<file path="config.mk">
export PLATFORM = sky130hd
export DESIGN_NAME = eeprom_bist_flat
export DESIGN_NICKNAME = d
export VERILOG_FILES = /design/src/rtl/eeprom_pkg.sv /design/src/rtl/eeprom_bist_if.sv /design/src/rtl/eeprom_pattern_gen.sv /design/src/rtl/eeprom_bist.sv /design/src/flat_wrapper.sv
export SDC_FILE = /design/constraint.sdc
export NUM_CORES = 1
export LEC_CHECK = 0
export ABC_CLOCK_PERIOD_IN_PS = 2500
export BUFFER_PORTS_ARGS = -buffer_cell sky130_fd_sc_hd__buf_2
export CORE_ASPECT_RATIO = 0.8
export CORE_MARGIN = 8
export CORE_UTILIZATION = 53
export CTS_CLUSTER_DIAMETER = 80
export DETAILED_ROUTE_END_ITERATION = 6
export GPL_TIMING_DRIVEN = 0
export PLACE_DENSITY = 0.77
export SLEW_MARGIN = 20
export SYNTH_ARGS = -nofsm -noshare
export SYNTH_HDL_FRONTEND = slang
export SYNTH_HIERARCHICAL = 1
export SYNTH_SLANG_ARGS = --single-unit
</file>
<file path="constraint.sdc">
create_clock -name iic_4_clk -period 2.5 [get_ports iic_4_clk]
set_input_delay 0.125 -clock iic_4_clk [delete_from_list [all_inputs] [get_ports iic_4_clk]]
set_output_delay 0.125 -clock iic_4_clk [all_outputs]
set_load 0.03 [all_outputs]
</file>
<file path="src/rtl/eeprom_pkg.sv">
// ----------------------------------------------------------------------------
// eeprom_pkg
// Shared definitions for the EEPROM self-test sequencer:
//   - state_e      : sequencer state encoding
//   - MODE_*       : run mode codes (sampled at start)
//   - PAT_*        : data pattern codes (sampled at start)
//   - LFSR_SEED / LFSR_TAPS and lfsr_next() : 8-bit Galois LFSR,
//     polynomial x^8 + x^6 + x^5 + x^4 + 1
// ----------------------------------------------------------------------------
package eeprom_pkg;

    typedef enum logic [2:0] {
        ST_IDLE,
        ST_WR_REQ,
        ST_WR_WAIT,
        ST_WR_GAP,
        ST_RD_REQ,
        ST_RD_WAIT,
        ST_DONE
    } state_e;

    localparam logic [1:0] MODE_WR_VERIFY     = 2'd0;
    localparam logic [1:0] MODE_WR_ONLY       = 2'd1;
    localparam logic [1:0] MODE_VERIFY_ONLY   = 2'd2;
    localparam logic [1:0] MODE_WR_VERIFY_ALT = 2'd3;  // behaves as MODE_WR_VERIFY

    localparam logic [1:0] PAT_ADDR     = 2'd0;  // addr[7:0]
    localparam logic [1:0] PAT_INV_ADDR = 2'd1;  // ~addr[7:0]
    localparam logic [1:0] PAT_LFSR     = 2'd2;  // LFSR8 sequence
    localparam logic [1:0] PAT_CHECKER  = 2'd3;  // addr[0] ? AA : 55

    localparam logic [7:0] LFSR_SEED = 8'hA5;
    // Right-shifting Galois form: feedback taps for x^8, x^6, x^5, x^4.
    localparam logic [7:0] LFSR_TAPS = 8'hB8;

    function automatic logic [7:0] lfsr_next(input logic [7:0] cur);
        return cur[0] ? ((cur >> 1) ^ LFSR_TAPS) : (cur >> 1);
    endfunction

endpackage

</file>
<file path="src/rtl/eeprom_bist_if.sv">
// ----------------------------------------------------------------------------
// eeprom_bist_if
// Byte-level IIC master handshake between the self-test sequencer and the
// IIC master.
//   iic_bit_ctrl : 1 = 16-bit word address, 0 = 8-bit
//   iic_exec     : one-cycle transaction request
//   iic_rh_wl    : 1 read, 0 write; stable from exec to done
//   iic_addr     : word address
//   iic_data_w   : write data
//   iic_done     : one-cycle pulse, transaction finished
//   iic_ack      : 1 = NACK / error in the finished transaction
//   iic_data_r   : read data, valid with iic_done
// Modports: master = sequencer side, slave = IIC master side.
// ----------------------------------------------------------------------------
interface eeprom_bist_if;

    logic        iic_bit_ctrl;
    logic        iic_exec;
    logic        iic_rh_wl;
    logic [15:0] iic_addr;
    logic [7:0]  iic_data_w;
    logic        iic_done;
    logic        iic_ack;
    logic [7:0]  iic_data_r;

    modport master (
        output iic_bit_ctrl, iic_exec, iic_rh_wl, iic_addr, iic_data_w,
        input  iic_done, iic_ack, iic_data_r
    );

    modport slave (
        input  iic_bit_ctrl, iic_exec, iic_rh_wl, iic_addr, iic_data_w,
        output iic_done, iic_ack, iic_data_r
    );

endinterface

</file>
<file path="src/rtl/eeprom_pattern_gen.sv">
// ----------------------------------------------------------------------------
// eeprom_pattern_gen
// Test data generator: selects the expected/written byte for the current
// address and owns the LFSR used by the pseudo-random pattern.
//   iic_4_clk, rstn : clock, async active-low reset
//   pat_sel_i       : pattern code (PAT_*)
//   addr_i          : low byte of the current bus address
//   seed_i          : reload LFSR with LFSR_SEED (wins over step_i)
//   step_i          : advance LFSR one step
//   data_o          : pattern byte for the current address
// ----------------------------------------------------------------------------
module eeprom_pattern_gen
    import eeprom_pkg::*;
(
    input  logic       iic_4_clk,
    input  logic       rstn,
    input  logic [1:0] pat_sel_i,
    input  logic [7:0] addr_i,
    input  logic       seed_i,
    input  logic       step_i,
    output logic [7:0] data_o
);

    logic [7:0] lfsr_q;

    // NOTE: sequential state is written with non-blocking assignments so every
    // register in the design samples pre-edge values, whatever the block order.
    always_ff @(posedge iic_4_clk or negedge rstn) begin
        if (!rstn) begin
            lfsr_q <= LFSR_SEED;
        end else if (seed_i) begin
            lfsr_q <= LFSR_SEED;
        end else if (step_i) begin
            lfsr_q <= lfsr_next(lfsr_q);
        end
    end

    // NOTE: a default assignment ahead of the case keeps this purely
    // combinational; a missed path would otherwise infer a latch.
    always_comb begin
        data_o = addr_i;
        unique case (pat_sel_i)
            PAT_ADDR:     data_o = addr_i;
            PAT_INV_ADDR: data_o = ~addr_i;
            PAT_LFSR:     data_o = lfsr_q;
            PAT_CHECKER:  data_o = addr_i[0] ? 8'hAA : 8'h55;
            default:      data_o = addr_i;
        endcase
    end

endmodule

</file>
<file path="src/rtl/eeprom_bist.sv">
// ----------------------------------------------------------------------------
// eeprom_bist
// Self-test sequencer for an I2C EEPROM. A run writes a pattern over the
// address window [START_ADDR, START_ADDR+LENGTH-1] (wrapping), then reads it
// back and compares. Write NACKs are retried up to MAX_RETRY times; every write
// attempt is followed by WR_WAIT idle cycles (EEPROM tWR).
//   iic_4_clk, rstn : clock, async active-low reset
//   start           : one-cycle run request, ignored while busy
//   mode, pattern   : run mode / data pattern, sampled at start
//   iic             : IIC master handshake (master modport)
//   busy            : run in progress
//   result_done     : one-cycle pulse at end of run
//   result_flag     : 1 = pass, held until next start
//   err_cnt         : read mismatches + read NACKs, saturating
//   fail_addr       : address of first failure, 16'hFFFF if none
// ----------------------------------------------------------------------------
module eeprom_bist
    import eeprom_pkg::*;
#(
    parameter int          ADDR16     = 1,
    parameter logic [15:0] START_ADDR = 16'h0000,
    parameter int          LENGTH     = 256,
    parameter int          WR_WAIT    = 5000,
    parameter int          MAX_RETRY  = 3
) (
    input  logic          iic_4_clk,
    input  logic          rstn,
    input  logic          start,
    input  logic [1:0]    mode,
    input  logic [1:0]    pattern,
    eeprom_bist_if.master iic,
    output logic          busy,
    output logic          result_done,
    output logic          result_flag,
    output logic [15:0]   err_cnt,
    output logic [15:0]   fail_addr
);

    if (LENGTH < 1 || LENGTH > 65536) begin : g_bad_length
        $error("eeprom_bist: LENGTH must be in 1..65536");
    end
    if (WR_WAIT < 1 || WR_WAIT > 65536) begin : g_bad_wr_wait
        $error("eeprom_bist: WR_WAIT must be in 1..65536");
    end
    if (MAX_RETRY < 0 || MAX_RETRY > 255) begin : g_bad_retry
        $error("eeprom_bist: MAX_RETRY must be in 0..255");
    end

    localparam logic [15:0] LAST_CNT  = 16'(LENGTH - 1);
    localparam logic [15:0] GAP_LOAD  = 16'(WR_WAIT - 1);
    localparam logic [7:0]  RETRY_LIM = 8'(MAX_RETRY);

    state_e      state_q;
    logic [1:0]  mode_q;
    logic [1:0]  pat_q;
    logic [15:0] addr_cnt_q;
    logic [15:0] gap_q;
    logic [7:0]  retry_q;
    logic        redo_q;        // current gap ends in a retry of the same address
    logic        abort_q;       // write retries exhausted
    logic        fail_seen_q;   // fail_addr already captured this run
    logic        exec_q;
    logic        rh_wl_q;
    logic [15:0] addr_q;
    logic [7:0]  data_w_q;
    logic        busy_q;
    logic        result_done_q;
    logic        result_flag_q;
    logic [15:0] err_cnt_q;
    logic [15:0] fail_addr_q;

    logic [15:0] win_addr;
    logic [15:0] cur_addr;
    logic        last;
    logic [7:0]  pat_data;
    logic        lfsr_seed;
    logic        lfsr_step;
    logic        rd_err;

    // Window address wraps modulo 2^16; in 8-bit mode the upper byte is forced
    // to zero so the window wraps at FF instead.
    assign win_addr = START_ADDR + addr_cnt_q;
    assign cur_addr = (ADDR16 != 0) ? win_addr : {8'h00, win_addr[7:0]};
    assign last     = (addr_cnt_q == LAST_CNT);
    assign rd_err   = iic.iic_ack || (iic.iic_data_r != pat_data);

    eeprom_pattern_gen u_pattern_gen (
        .iic_4_clk (iic_4_clk),
        .rstn      (rstn),
        .pat_sel_i (pat_q),
        .addr_i    (cur_addr[7:0]),
        .seed_i    (lfsr_seed),
        .step_i    (lfsr_step),
        .data_o    (pat_data)
    );

    // The LFSR moves once per accepted address so the verify pass regenerates
    // exactly the sequence the write pass produced; it is reseeded at start and
    // again between the write and verify passes.
    always_comb begin
        lfsr_seed = 1'b0;
        lfsr_step = 1'b0;
        unique case (state_q)
            ST_IDLE: lfsr_seed = start;
            ST_WR_GAP: begin
                if (gap_q == 16'd0 && !redo_q) begin
                    if (!last) begin
                        lfsr_step = 1'b1;
                    end else if (mode_q != MODE_WR_ONLY) begin
                        lfsr_seed = 1'b1;
                    end
                end
            end
            ST_RD_WAIT: lfsr_step = iic.iic_done && !last;
            default: ;
        endcase
    end

    // NOTE: only control/status registers take the async reset; there is no
    // memory here, and every datapath register is reloaded before it is used.
    always_ff @(posedge iic_4_clk or negedge rstn) begin
        if (!rstn) begin
            state_q       <= ST_IDLE;
            mode_q        <= MODE_WR_VERIFY;
            pat_q         <= PAT_ADDR;
            addr_cnt_q    <= '0;
            gap_q         <= '0;
            retry_q       <= '0;
            redo_q        <= 1'b0;
            abort_q       <= 1'b0;
            fail_seen_q   <= 1'b0;
            exec_q        <= 1'b0;
            rh_wl_q       <= 1'b0;
            addr_q        <= '0;
            data_w_q      <= '0;
            busy_q        <= 1'b0;
            result_done_q <= 1'b0;
            result_flag_q <= 1'b0;
            err_cnt_q     <= '0;
            fail_addr_q   <= 16'hFFFF;
        end else begin
            exec_q        <= 1'b0;
            result_done_q <= 1'b0;

            unique case (state_q)
                ST_IDLE: begin
                    if (start) begin
                        mode_q        <= (mode == MODE_WR_VERIFY_ALT) ? MODE_WR_VERIFY : mode;
                        pat_q         <= pattern;
                        addr_cnt_q    <= '0;
                        retry_q       <= '0;
                        redo_q        <= 1'b0;
                        abort_q       <= 1'b0;
                        fail_seen_q   <= 1'b0;
                        err_cnt_q     <= '0;
                        result_flag_q <= 1'b0;
                        fail_addr_q   <= 16'hFFFF;
                        busy_q        <= 1'b1;
                        state_q       <= (mode == MODE_VERIFY_ONLY) ? ST_RD_REQ : ST_WR_REQ;
                    end
                end

                ST_WR_REQ: begin
                    exec_q   <= 1'b1;
                    rh_wl_q  <= 1'b0;
                    addr_q   <= cur_addr;
                    data_w_q <= pat_data;
                    state_q  <= ST_WR_WAIT;
                end

                ST_WR_WAIT: begin
                    if (iic.iic_done) begin
                        if (!iic.iic_ack) begin
                            gap_q   <= GAP_LOAD;
                            state_q <= ST_WR_GAP;
                        end else if (retry_q < RETRY_LIM) begin
                            retry_q <= retry_q + 8'd1;
                            redo_q  <= 1'b1;
                            gap_q   <= GAP_LOAD;
                            state_q <= ST_WR_GAP;
                        end else begin
                            if (!fail_seen_q) begin
                                fail_addr_q <= addr_q;
                                fail_seen_q <= 1'b1;
                            end
                            abort_q <= 1'b1;
                            state_q <= ST_DONE;
                        end
                    end
                end

                ST_WR_GAP: begin
                    if (gap_q != 16'd0) begin
                        gap_q <= gap_q - 16'd1;
                    end else if (redo_q) begin
                        redo_q  <= 1'b0;
                        state_q <= ST_WR_REQ;
                    end else begin
                        retry_q <= '0;
                        if (!last) begin
                            addr_cnt_q <= addr_cnt_q + 16'd1;
                            state_q    <= ST_WR_REQ;
                        end else if (mode_q == MODE_WR_ONLY) begin
                            state_q <= ST_DONE;
                        end else begin
                            addr_cnt_q <= '0;
                            state_q    <= ST_RD_REQ;
                        end
                    end
                end

                ST_RD_REQ: begin
                    exec_q  <= 1'b1;
                    rh_wl_q <= 1'b1;
                    addr_q  <= cur_addr;
                    state_q <= ST_RD_WAIT;
                end

                ST_RD_WAIT: begin
                    if (iic.iic_done) begin
                        if (rd_err) begin
                            if (err_cnt_q != 16'hFFFF) begin
                                err_cnt_q <= err_cnt_q + 16'd1;
                            end
                            if (!fail_seen_q) begin
                                fail_addr_q <= addr_q;
                                fail_seen_q <= 1'b1;
                            end
                        end
                        if (last) begin
                            state_q <= ST_DONE;
                        end else begin
                            addr_cnt_q <= addr_cnt_q + 16'd1;
                            state_q    <= ST_RD_REQ;
                        end
                    end
                end

                ST_DONE: begin
                    result_done_q <= 1'b1;
                    result_flag_q <= !abort_q && (err_cnt_q == 16'd0);
                    busy_q        <= 1'b0;
                    state_q       <= ST_IDLE;
                end

                default: state_q <= ST_IDLE;
            endcase
        end
    end

    assign iic.iic_bit_ctrl = (ADDR16 != 0);
    assign iic.iic_exec     = exec_q;
    assign iic.iic_rh_wl    = rh_wl_q;
    assign iic.iic_addr     = addr_q;
    assign iic.iic_data_w   = data_w_q;

    assign busy        = busy_q;
    assign result_done = result_done_q;
    assign result_flag = result_flag_q;
    assign err_cnt     = err_cnt_q;
    assign fail_addr   = fail_addr_q;

endmodule

</file>
<file path="src/flat_wrapper.sv">
// flat-port wrapper written by rule: the top's interface ports become plain ports
module eeprom_bist_flat import eeprom_pkg::*;
#(
    parameter int          ADDR16     = 1,
    parameter logic [15:0] START_ADDR = 16'h0000,
    parameter int          LENGTH     = 256,
    parameter int          WR_WAIT    = 5000,
    parameter int          MAX_RETRY  = 3
)
  (iic_4_clk, rstn, start, mode, pattern, busy, result_done, result_flag, err_cnt, fail_addr, iic_iic_bit_ctrl, iic_iic_exec, iic_iic_rh_wl, iic_iic_addr, iic_iic_data_w, iic_iic_done, iic_iic_ack, iic_iic_data_r);
  eeprom_bist_if iic_i ();
  input  logic iic_4_clk;
  input  logic rstn;
  input  logic start;
  input  logic [1:0] mode;
  input  logic [1:0] pattern;
  output logic busy;
  output logic result_done;
  output logic result_flag;
  output logic [15:0] err_cnt;
  output logic [15:0] fail_addr;
  output wire logic [$bits(iic_i.iic_bit_ctrl)-1:0] iic_iic_bit_ctrl;
  output wire logic [$bits(iic_i.iic_exec)-1:0] iic_iic_exec;
  output wire logic [$bits(iic_i.iic_rh_wl)-1:0] iic_iic_rh_wl;
  output wire logic [$bits(iic_i.iic_addr)-1:0] iic_iic_addr;
  output wire logic [$bits(iic_i.iic_data_w)-1:0] iic_iic_data_w;
  input wire logic [$bits(iic_i.iic_done)-1:0] iic_iic_done;
  input wire logic [$bits(iic_i.iic_ack)-1:0] iic_iic_ack;
  input wire logic [$bits(iic_i.iic_data_r)-1:0] iic_iic_data_r;
  assign iic_iic_bit_ctrl = iic_i.iic_bit_ctrl;
  assign iic_iic_exec = iic_i.iic_exec;
  assign iic_iic_rh_wl = iic_i.iic_rh_wl;
  assign iic_iic_addr = iic_i.iic_addr;
  assign iic_iic_data_w = iic_i.iic_data_w;
  assign iic_i.iic_done = iic_iic_done;
  assign iic_i.iic_ack = iic_iic_ack;
  assign iic_i.iic_data_r = iic_iic_data_r;
  eeprom_bist #(.ADDR16(ADDR16), .START_ADDR(START_ADDR), .LENGTH(LENGTH), .WR_WAIT(WR_WAIT), .MAX_RETRY(MAX_RETRY)) u_core (.iic_4_clk(iic_4_clk), .rstn(rstn), .start(start), .mode(mode), .pattern(pattern), .iic(iic_i), .busy(busy), .result_done(result_done), .result_flag(result_flag), .err_cnt(err_cnt), .fail_addr(fail_addr));
endmodule
</file>
==> flow_metrics.tcl, run 1 <==
set metrics [dict create \
    drtPass1Iterations 6 \
    detailedPlacementHpwl_um 11500 \
    sequential_cell_area_um2 3010 \
    wire_per_inst_um 19.6 \
    min_period_ps 2600 \
    gp_congestion 0.913 \
    violations "negative setup slack" \
    layout-drive-gt1-share 0.346 \
    fin_crit_sh 1.04 \
    die-width_um 139 \
    highest_layer "met4" \
    crit_required_ps 2830 \
    via_count_of_the_first_global_routing_pass 5556 \
    critical_path_peak_fanout 10 \
    layout.nets 795 \
    groute.usage.overall 0.221 \
    post_synth_num_cell_types 65 \
    cap_viol_max_count 0 \
    final-hold-violation-count 0 \
    postSynth.topFlopCell "sky130_fd_sc_hd__dfrtp_1" \
    tritoncts_sink_count 119 \
    yosysWarnings 6 \
    setup_ws_ps -102 \
    fin_area_um2 8260 \
    finalSetupViolCount 32 \
    ff2ff_setup_slack_ps -100 \
    timing.critical_path.slowest_cell_delay_ps 430 \
    place.port_buffers 76 \
    wl_met1_um 8110 \
    place_worst_setup_slack_ps -684 \
    fin_worst_skew_ps 9.60 \
    wl_met3_um 1360 \
    cts.path.max_buffers 2 \
    timing_worst_setup_path_type "reg2reg" \
    critical_path.slowest_cell "sky130_fd_sc_hd__nor4_4" \
    met2WireLength_um 8500 \
    status "finished with violations" \
    layout-area-overhead-vs-synth_pct 29.8 \
    power.density_nw_per_um2 1040 \
    core_region_area_um2 11600 \
    cellLeakagePower_nw 3.67 \
    synth_area_per_cell_um2 9.87 \
    max_slew.worst_pin.slew_ps 934 \
    most_frequent_cells_in_the_layout "sky130_fd_sc_hd__dfrtp_1, sky130_fd_sc_hd__buf_2, sky130_fd_sc_hd__nor2_1, sky130_fd_sc_hd__nand2_1, sky130_fd_sc_hd__inv_1" \
    hp-class "in2reg" \
    chipHeight_um 114 \
    worst_slew_margin_relative_to_its_limit 0.372 \
    post_synth_instance_area_um2 6360 \
    drtAntennaViolNets 0 \
    fillerInstances 823 \
    endpoint_kind "flop" \
    synth_async_sr_flop_share 1.00 \
    grt_antenna_before_repair 0 \
    synth.ff_latch_count 119 \
    vdd_ir_drop_max_mv 0.652 \
    antenna_fix_cells 0 \
    design.die.area_um2 15800 \
    max_freq_ghz 0.384 \
    htreeDepth 4 \
    worstPathCellList "buf_6 -> buf_8 -> buf_4 -> mux2i_1 -> a21oi_2 -> xnor2_1 -> nand4_1 -> nor4_4 -> buf_4 -> nor4_4 -> buf_12 -> mux2i_2" \
    tritoncts "built" \
    detail_route.iter0.violations 565 \
    grt_overflow 0 \
    syn_nets 668 \
    numCtsBuffers 17 \
    placement_rows 35 \
    timing.final.max_slew_violations 0 \
    floorplan.initialDensity 0.548 \
    detail_route.wirelength_um 18300 \
    ios 79 \
    sequential_share_of_the_synthesized_area 0.472 \
    mostFrequentLayoutCell "sky130_fd_sc_hd__dfrtp_1" \
    global_route_wire_length_before_repair_um 28500 \
    area_occupied_by_multi_input_gates_um2 3350 \
    timing.critical_path.from_type "flop" \
    clkSlewWorstSetupHoldPaths_ps 50 \
    grt_start_max_net_pins 69 \
    netlist_instances 645 \
    vias_per_cell 6.15 \
    route.detailed.drc 0 \
    setup_repair_after_global_routing_missed_its_margin "true" \
    vias 5733 \
    clkLatencyLatePin_ps 420 \
    number_of_synthesized_flops_with_an_enable_pin 0 \
    worst_ep_arrival_ps 2940 \
    postPlaceCellArea_um2 6970 \
    cts.root.buffer_cell "sky130_fd_sc_hd__clkbuf_16" \
]
where the power goes:
group	switching, mW	total (mW)	internal (mW)
logic	2.04	3.33	1.29
clock network	0.857	2.52	1.66
registers	0.308	2.71	2.40
kinds of logic (layout without fill, tap and decap cells):
| logic type | Yosys count | after routing | share of synthesized area |
|---|---|---|---|
| simple gates | 242 | 242 | 0.214 |
| compound gates | 127 | 127 | 0.126 |
| flops | 119 | 119 | 0.472 |
| buf+inv | 71 | 210 | 0.0515 |
| mux | 57 | 57 | 0.0948 |
| xor+xnor | 22 | 22 | 0.0303 |
| fa+ha+maj | 6 | 6 | 0.0118 |
| other cells | 1 | 1 | 0.000589 |
final timing paths:
kind / startpoint / end / cells after the start
worst max-delay path: u_core/pat_q[1]$_DFFE_PN0P_ / u_core/fail_addr[6]$_DFFE_PN1P_ / 12
worst min-delay path: mode[1] / u_core/mode_q[1]$_DFFE_PN0P_ / 3
worst max register to register: u_core/pat_q[1]$_DFFE_PN0P_ / u_core/fail_addr[6]$_DFFE_PN1P_ / 12
worst min register to register: u_core/fail_addr[13]$_DFFE_PN1P_ / u_core/fail_addr[13]$_DFFE_PN1P_ / 2
max in group asynchronous: rstn / u_core/fail_addr[1]$_DFFE_PN1P_ / 3
min in group asynchronous: rstn / u_core/gap_q[5]$_DFFE_PN0P_ / 2
synthesized netlist by cell type, types with 6 or more instances:
master	count	area [µm²]
sky130_fd_sc_hd__mux2i_1	31	310
sky130_fd_sc_hd__and3_1	7	43.8
sky130_fd_sc_hd__nor2b_1	6	37.5
sky130_fd_sc_hd__dfstp_2	20	526
sky130_fd_sc_hd__or4_1	22	165
sky130_fd_sc_hd__and4_1	8	70.1
sky130_fd_sc_hd__xnor2_1	13	114
sky130_fd_sc_hd__nor2_1	55	206
sky130_fd_sc_hd__inv_1	36	135
sky130_fd_sc_hd__o31ai_1	23	173
sky130_fd_sc_hd__nand3_1	13	65.1
sky130_fd_sc_hd__nor4_1	12	75.1
sky130_fd_sc_hd__nand4_1	22	138
sky130_fd_sc_hd__ha_1	6	75.1
sky130_fd_sc_hd__mux2_2	26	293
sky130_fd_sc_hd__clkbuf_1	14	52.6
sky130_fd_sc_hd__xor2_1	9	78.8
sky130_fd_sc_hd__nand2_1	44	165
sky130_fd_sc_hd__a21oi_1	47	235
sky130_fd_sc_hd__buf_2	13	65.1
sky130_fd_sc_hd__a31oi_1	13	81.3
sky130_fd_sc_hd__nand2b_1	8	50.1
sky130_fd_sc_hd__o21ai_0	17	85.1
sky130_fd_sc_hd__or3_1	7	43.8
sky130_fd_sc_hd__nor3_1	15	75.1
sky130_fd_sc_hd__dfrtp_1	99	2480
state kept, by name, indices dropped and copies added, names as in the netlist:
name and flops:
u_core/addr_cnt_q 16, u_core/err_cnt 16, u_core/fail_addr 16, u_core/gap_q 16, u_core/iic.iic_addr 16, u_core/iic.iic_data_w 8
u_core/retry_q 8, u_core/u_pattern_gen/lfsr_q 8, u_core/state_q 3, u_core/mode_q 2, u_core/pat_q 2, u_core/abort_q 1
u_core/busy 1, u_core/fail_seen_q 1, u_core/iic.iic_exec 1, u_core/iic.iic_rh_wl 1, u_core/redo_q 1, u_core/result_done 1
u_core/result_flag 1
routing by layer:
layer / global-route usage / up-vias
li1: - / 2612
met1: 0.293 / 2806
met3: 0.0623 / 40
met4: 0.0802 / 0
met5: 0 / -
met2: 0.338 / 275
per-stage QoR:
step | hold WS, ps | std cells | total power, mW | setup TNS (ps) | utilization
2_1_floorplan | -171 | 645 | 4.77 | 0 | -
3_3_place_gp | 333 | 869 | 5.48 | -33400 | 0.598
3_5_place_dp | 164 | 870 | 5.59 | -26610 | 0.601
4_1_cts | 63.3 | 913 | 8.34 | 0 | 0.675
5_1_grt | 98.1 | 932 | 8.99 | -5170 | 0.712
6_report | 72.6 | 932 | 8.55 | -1700 | 0.712
cell type report:
type                            count  share of cell area
Buffer                             34              0.0304
Clock buffer                       23              0.0591
Multi-Input combinational cell    455               0.406
Tap cell                          148              0.0224
Timing Repair Buffer              109              0.0880
Clock inverter                      8              0.0145
Inverter                           36              0.0164
Sequential cell                   119               0.364
timing repair:
item	CTS	global route
gates cloned	1	3
buffers inserted	7	18
hold buffers	5	0
setup endpoints to repair	65	66
resized for setup	29	74
pin swaps	8	24
hold endpoints to repair	52	0
worst max-delay path, delay by kind of cell, from the launching register on:
kind / cells / cell delay (ps)
buffers and inverters: 5 / 770
multiplexers: 2 / 360
flip-flops: 1 / 410
AO/OA/AOI/OAI: 1 / 230
AND/OR/NAND/NOR: 3 / 640
XOR/XNOR: 1 / 90
Power figures use the tool's default switching activity.
==> inputs of run 2 (changes only) <==
--- a/config.mk
+++ b/config.mk
@@ -19,3 +19,4 @@
 export SYNTH_HDL_FRONTEND = slang
 export SYNTH_HIERARCHICAL = 1
 export SYNTH_SLANG_ARGS = --single-unit
+export TNS_END_PERCENT = 5
==> run 2 against run 1 <==
  * Worst hold slack worse by 1.8 ps
  * Clock skew up 0.89 ps
  * Wire length down 3.2%
  * Sequential power about the same
  * The flow still finishes with violations (negative setup slack)
  * Largest cell class unchanged
  * Setup slack better by 39 ps
  * Final cell count down 0.54%
  * Design area down 1.4%
  * Critical path type unchanged
  * Critical endpoint is now u_core/fail_addr[4]$_DFFE_PN1P_
  * Die area unchanged
  * First-iteration DRC count up 3.4%
==> flow_metrics.tcl, run 2 (synthesized netlist as in run 1, its figures left out) <==
set metrics [dict create \
    hp-class "in2reg" \
    detailedPlacementHpwl_um 11500 \
    tritoncts "built" \
    final-hold-violation-count 0 \
    tritoncts_sink_count 119 \
    postPlaceCellArea_um2 6970 \
    worstHoldPathCells 3 \
    critical_path_peak_fanout 8 \
    critical_path.slowest_cell "sky130_fd_sc_hd__dfrtp_1" \
    drtPass1Iterations 5 \
    place.port_buffers 76 \
    finalSetupViolCount 19 \
    via_count_of_the_first_global_routing_pass 5543 \
    timing.critical_path.from_type "flop" \
    timing.critical_path.slowest_cell_delay_ps 390 \
    fin_area_um2 8150 \
    cp-startpoint "u_core/pat_q[1]$_DFFE_PN0P_" \
    die-width_um 139 \
    endpoint_kind "flop" \
    gp_congestion 0.913 \
    cellLeakagePower_nw 3.62 \
    worstPathCellList "buf_6 -> buf_4 -> nand2b_4 -> a21oi_1 -> a31oi_2 -> xnor2_1 -> nand4_1 -> nor4_4 -> buf_4 -> nor4_4 -> buf_6 -> buf_4 -> mux2i_1" \
    cap_viol_max_count 0 \
    power.density_nw_per_um2 1040 \
    vias_per_cell 6.11 \
    cts.path.max_buffers 2 \
    max_freq_ghz 0.390 \
    layout-area-overhead-vs-synth_pct 28.0 \
    clkSlewWorstSetupHoldPaths_ps 50 \
    min_period_ps 2560 \
    grt_start_max_net_pins 69 \
    max_slew.worst_pin.slew_ps 947 \
    groute.usage.overall 0.220 \
    antenna_fix_cells 0 \
    finalSetupTns_ps -618 \
    status "finished with violations" \
    layout-drive-gt1-share 0.322 \
    drtAntennaViolNets 0 \
    clkLatencyLatePin_ps 410 \
    most_frequent_cells_in_the_layout "sky130_fd_sc_hd__dfrtp_1, sky130_fd_sc_hd__buf_2, sky130_fd_sc_hd__nor2_1, sky130_fd_sc_hd__nand2_1, sky130_fd_sc_hd__a21oi_1" \
    violations "negative setup slack" \
    design.die.area_um2 15800 \
    global_route_wire_length_before_repair_um 28500 \
    core_region_area_um2 11600 \
    vias 5663 \
    chipHeight_um 114 \
    ios 79 \
    detail_route.wirelength_um 17700 \
    logic_depth_of_the_worst_register_to_register_path 13 \
    setup_ws_ps -63.0 \
    detail_route.iter0.violations 584 \
    timing_worst_setup_path_type "reg2reg" \
    worst_slew_margin_relative_to_its_limit 0.364 \
    grt_antenna_before_repair 0 \
    wire_per_inst_um 19.1 \
    route.detailed.drc 0 \
    timing.final.max_slew_violations 0 \
    numCtsBuffers 17 \
    crit_required_ps 2830 \
    timing.hold.worst_endpoint "u_core/mode_q[1]$_DFFE_PN0P_" \
    layout.nets 790 \
    htreeDepth 4 \
    crit_top_cell "sky130_fd_sc_hd__buf_4" \
    fin_worst_skew_ps 10.5 \
    mostFrequentLayoutCell "sky130_fd_sc_hd__dfrtp_1" \
    cts.root.buffer_cell "sky130_fd_sc_hd__clkbuf_16" \
    grt_overflow 0 \
    floorplan.initialDensity 0.548 \
    hp-start "mode[1]" \
    p_total_mw 8.51 \
    worst_ep_arrival_ps 2900 \
    vdd_ir_drop_max_mv 0.612 \
    setup_repair_after_global_routing_missed_its_margin "true" \
    placement_rows 35 \
    rr_startpoint "u_core/pat_q[1]$_DFFE_PN0P_" \
    crit-reg2reg-capture "u_core/fail_addr[4]$_DFFE_PN1P_" \
    fin_crit_sh 1.03 \
    ff2ff_setup_slack_ps -60 \
]
[run 2: cell count changes in the layout (fill, tap and decap cells not counted), moves of 4 or more]
cell	delta
sky130_fd_sc_hd__a21oi_2	-5
sky130_fd_sc_hd__o31ai_1	+6
sky130_fd_sc_hd__buf_4	-6
sky130_fd_sc_hd__or4_1	+4
sky130_fd_sc_hd__o31ai_2	-4
sky130_fd_sc_hd__or4_4	-4
sky130_fd_sc_hd__a21oi_1	+5
[run 2: layout make-up]
cell class	instances	area (µm²)
plain buffers	34	249
inverters	36	135
fillers	832	3460
clock inverters	8	120
well taps	148	185
multi-input cells	455	3260
repair buffers	104	699
flip-flops and latches	119	3010
clock buffers	23	488
[run 2: what timing repair did]
action | in CTS | in global routing
pin swaps | 7 | 12
gates resized for setup | 28 | 54
setup buffers | 5 | 15
hold buffers | 5 | 0
endpoints found under the setup margin | 65 | 67
cloned | 1 | 1
hold endpoints to repair | 52 | 0
[run 2: worst max-delay path by stage]
stage	cells past startpoint	end	slack, ps
floorplan	12	u_core/err_cnt[0]$_DFFE_PN0P_	90
global route	13	u_core/fail_addr[4]$_DFFE_PN1P_	-170
CTS	8	u_core/u_pattern_gen/lfsr_q[5]$_DFFE_PN1P_	-70
finish	13	u_core/fail_addr[4]$_DFFE_PN1P_	-60
detailed placement	8	u_core/fail_addr[9]$_DFFE_PN1P_	-680
global placement	8	u_core/fail_addr[8]$_DFFE_PN1P_	-600
[run 2: worst max-delay path: cells and delay by family (launching register included)]
family / cells / cell delay (ps)
XOR/XNOR: 1 / 160
multiplexers: 1 / 170
AO/OA/AOI/OAI: 2 / 310
buffers and inverters: 5 / 800
flip-flops: 1 / 390
AND/OR/NAND/NOR: 4 / 670
[run 2: layer usage]
metal  wire length (µm)  share of wire  vias to the layer above  global-route usage
met5                  0              0                        -                   0
met4                255          0.014                        0              0.0795
met3               1260          0.071                       26              0.0615
met2               8370           0.47                      262               0.337
met1               7800           0.44                     2769               0.292
li1                   -              -                     2606                   -
[run 2: stage by stage]
stage,setup slack (ps),util,hold slack (ps),std cells
after detailed placement,-684,0.601,164,870
final,-63.0,0.702,70.8,927
after floorplan,91.9,-,-171,645
after global placement,-599,0.598,333,869
after global routing,-173,0.702,97.6,927
after CTS,-68.7,0.673,63.3,912
[run 2: report_power, final]
part,internal [mW],switching (mW)
sequential,2.40,0.313
clock,1.66,0.857
combinational,1.25,2.03
total,5.31,3.20
==> inputs of run 3 (changes only) <==
--- a/config.mk
+++ b/config.mk
@@ -5,15 +5,17 @@
 export SDC_FILE = /design/constraint.sdc
 export NUM_CORES = 1
 export LEC_CHECK = 0
-export ABC_CLOCK_PERIOD_IN_PS = 2500
+export ABC_CLOCK_PERIOD_IN_PS = 2890
 export BUFFER_PORTS_ARGS = -buffer_cell sky130_fd_sc_hd__buf_2
+export CELL_PAD_IN_SITES_DETAIL_PLACEMENT = 2
+export CELL_PAD_IN_SITES_GLOBAL_PLACEMENT = 2
 export CORE_ASPECT_RATIO = 0.8
 export CORE_MARGIN = 8
-export CORE_UTILIZATION = 53
+export CORE_UTILIZATION = 37
 export CTS_CLUSTER_DIAMETER = 80
 export DETAILED_ROUTE_END_ITERATION = 6
 export GPL_TIMING_DRIVEN = 0
-export PLACE_DENSITY = 0.77
+export PLACE_DENSITY_LB_ADDON = 0.1
 export SLEW_MARGIN = 20
 export SYNTH_ARGS = -nofsm -noshare
 export SYNTH_HDL_FRONTEND = slang
==> constraint.sdc (replaced) <==
create_clock -name iic_4_clk -period 2.89 [get_ports iic_4_clk]
set_input_delay 0.1445 -clock iic_4_clk [delete_from_list [all_inputs] [get_ports iic_4_clk]]
set_output_delay 0.1445 -clock iic_4_clk [all_outputs]
set_load 0.03 [all_outputs]
==> run 3 against run 2 <==
  * The flow now finishes without violations
  * Critical path depth down 4
  * Core utilization decreased by 24 points
  * Power shrank 14%
  * Maximum frequency is 9.6% lower
==> flow_metrics.tcl, run 3 (synthesized netlist as in run 1, its figures left out) <==
set metrics [dict create \
    numCtsBuffers 17 \
    cap_viol_max_count 0 \
    worstHoldPathCells 3 \
    drtPass1Iterations 4 \
    vdd_ir_drop_max_mv 0.453 \
    htreeDepth 4 \
    clkLatencyLatePin_ps 420 \
    worst_ep_arrival_ps 3170 \
    tritoncts_sink_count 119 \
    fin_crit_sh 0.981 \
    swShare 0.388 \
    post-place-cells 947 \
    p_sw_mw 2.83 \
    most_frequent_cells_in_the_layout "sky130_fd_sc_hd__dfrtp_1, sky130_fd_sc_hd__buf_2, sky130_fd_sc_hd__nor2_1, sky130_fd_sc_hd__nand2_1, sky130_fd_sc_hd__a21oi_1" \
    clkSlewWorstSetupHoldPaths_ps 60 \
    fin_area_um2 7840 \
    power.internal_mw 4.45 \
    place.port_buffers 76 \
    design.die.area_um2 21700 \
    setup_ws_ps 55.9 \
    grt_antenna_before_repair 0 \
    ff2ff_setup_slack_ps 60 \
    grt_start_max_net_pins 71 \
    timing_worst_setup_path_type "reg2reg" \
    cts.root.buffer_cell "sky130_fd_sc_hd__clkbuf_16" \
    final-hold-violation-count 0 \
    final_cells 986 \
    floorplan.initialDensity 0.372 \
    finalSetupViolCount 0 \
    die-width_um 163 \
    cts.path.max_buffers 2 \
    placement_rows 43 \
    min_period_ps 2830 \
    detail_route.wirelength_um 21300 \
    route.detailed.drc 0 \
    timing.final.max_slew_violations 0 \
    setup_repair_after_global_routing_missed_its_margin "true" \
    detailedPlacementHpwl_um 14500 \
    fillerInstances 1836 \
    timing.hold.worst_endpoint "u_core/mode_q[0]$_DFFE_PN0P_" \
    sequential_cell_area_um2 3000 \
    grt_overflow 0 \
    power_frac_seq 0.324 \
    tritoncts "built" \
    hp-class "in2reg" \
    mostFrequentLayoutCell "sky130_fd_sc_hd__dfrtp_1" \
    via_count_of_the_first_global_routing_pass 6096 \
    wire_per_inst_um 21.6 \
    gp_congestion 0.793 \
    chipHeight_um 133 \
    hp-start "mode[1]" \
    worst_slew_margin_relative_to_its_limit 0.277 \
    logic_depth_of_the_worst_register_to_register_path 9 \
    power.density_nw_per_um2 928 \
    timing.critical_path.from_type "flop" \
    area_occupied_by_multi_input_gates_um2 3110 \
    crit_required_ps 3220 \
    antenna_fix_cells 0 \
    finalHoldWorstSlack_ps 36.8 \
    status "finished clean" \
    rr_startpoint "u_core/state_q[0]$_DFFE_PN0P_" \
    endpoint_kind "flop" \
    global_route_wire_length_before_repair_um 34600 \
    layout-drive-gt1-share 0.267 \
    fin_worst_skew_ps 7.02 \
    detail_route.iter0.violations 212 \
    vias_per_cell 5.60 \
    ios 79 \
    crit-reg2reg-capture "u_core/addr_cnt_q[3]$_DFFE_PN0P_" \
    layout-area-overhead-vs-synth_pct 23.2 \
    max_slew.worst_pin.slew_ps 1080 \
    postPlaceCellArea_um2 7060 \
    critical_path_peak_fanout 10 \
    vias 5521 \
    place_worst_setup_slack_ps -416 \
    groute.usage.overall 0.200 \
    max_freq_ghz 0.353 \
    power.clock.fraction 0.314 \
    drtAntennaViolNets 0 \
    layout.nets 771 \
    cellLeakagePower_nw 3.46 \
    power_share_of_the_combinational_group 0.361 \
    core_region_area_um2 17100 \
]
-- run 3: layer usage --
layer | global-route usage | vias up | routed length (µm)
met3 | 0.0416 | 17 | 750
li1 | - | 2568 | -
met5 | 0 | - | 0
met4 | 0.0549 | 0 | 203
met1 | 0.266 | 2851 | 10100
met2 | 0.323 | 85 | 10300
-- run 3: layout make-up --
type / instances / area share
clock inverter: 12 / 0.0225
timing repair buffer: 84 / 0.0608
tap: 225 / 0.0359
multi-input combinational: 455 / 0.396
sequential: 119 / 0.383
buffer: 35 / 0.0271
inverter: 36 / 0.0172
clock buffer: 20 / 0.0570
-- run 3: how the worst max path moves through the flow --
stage | cells after the start | start | to | slack, ps
5_1_grt | 10 | u_core/gap_q[0]$_DFFE_PN0P_ | u_core/addr_cnt_q[3]$_DFFE_PN0P_ | -120
2_1_floorplan | 12 | u_core/pat_q[1]$_DFFE_PN0P_ | u_core/err_cnt[0]$_DFFE_PN0P_ | 380
3_3_place_gp | 12 | u_core/pat_q[1]$_DFFE_PN0P_ | u_core/fail_seen_q$_DFFE_PN0P_ | -340
6_report | 9 | u_core/state_q[0]$_DFFE_PN0P_ | u_core/addr_cnt_q[3]$_DFFE_PN0P_ | 60
3_5_place_dp | 12 | u_core/pat_q[1]$_DFFE_PN0P_ | u_core/fail_seen_q$_DFFE_PN0P_ | -420
4_1_cts | 11 | u_core/pat_q[1]$_DFFE_PN0P_ | u_core/fail_addr[6]$_DFFE_PN1P_ | -50
-- run 3: critical path: stages, from the launching register on --
cell and delay, ps:
sky130_fd_sc_hd__dfrtp_1 370, sky130_fd_sc_hd__buf_4 170, sky130_fd_sc_hd__and3b_1 160, sky130_fd_sc_hd__buf_2 210, sky130_fd_sc_hd__a21oi_1 350, sky130_fd_sc_hd__o31a_1 210, sky130_fd_sc_hd__clkbuf_1 450, sky130_fd_sc_hd__clkbuf_1 480
sky130_fd_sc_hd__o31ai_1 160, sky130_fd_sc_hd__a21oi_1 190
-- run 3: power groups by stage --
stage	clock network, mW	logic, mW	registers (mW)
after floorplan	0	1.39	2.73
after global placement	0	2.43	2.36
after detailed placement	0	2.55	2.39
after CTS	2.34	2.62	2.37
after global routing	2.40	2.86	2.42
final	2.29	2.63	2.36
-- run 3: per-stage QoR --
| stage | power [mW] | util | setup TNS (ps) |
|---|---|---|---|
| CTS | 7.33 | 0.455 | -87.6 |
| detailed placement | 4.94 | 0.413 | -9500 |
| finish | 7.28 | 0.458 | 0 |
| global route | 7.67 | 0.458 | -1210 |
| floorplan | 4.12 | - | 0 |
| global placement | 4.79 | 0.411 | -6130 |
-- run 3: repair_timing --
item                                    4_1_cts  5_1_grt
endpoints found under the setup margin       58       44
pin swaps                                     2        3
endpoints found under the hold margin        46        0
buffers inserted                              2        1
hold buffers                                  4        0
gates resized for setup                      12       11
cloned                                        0        0
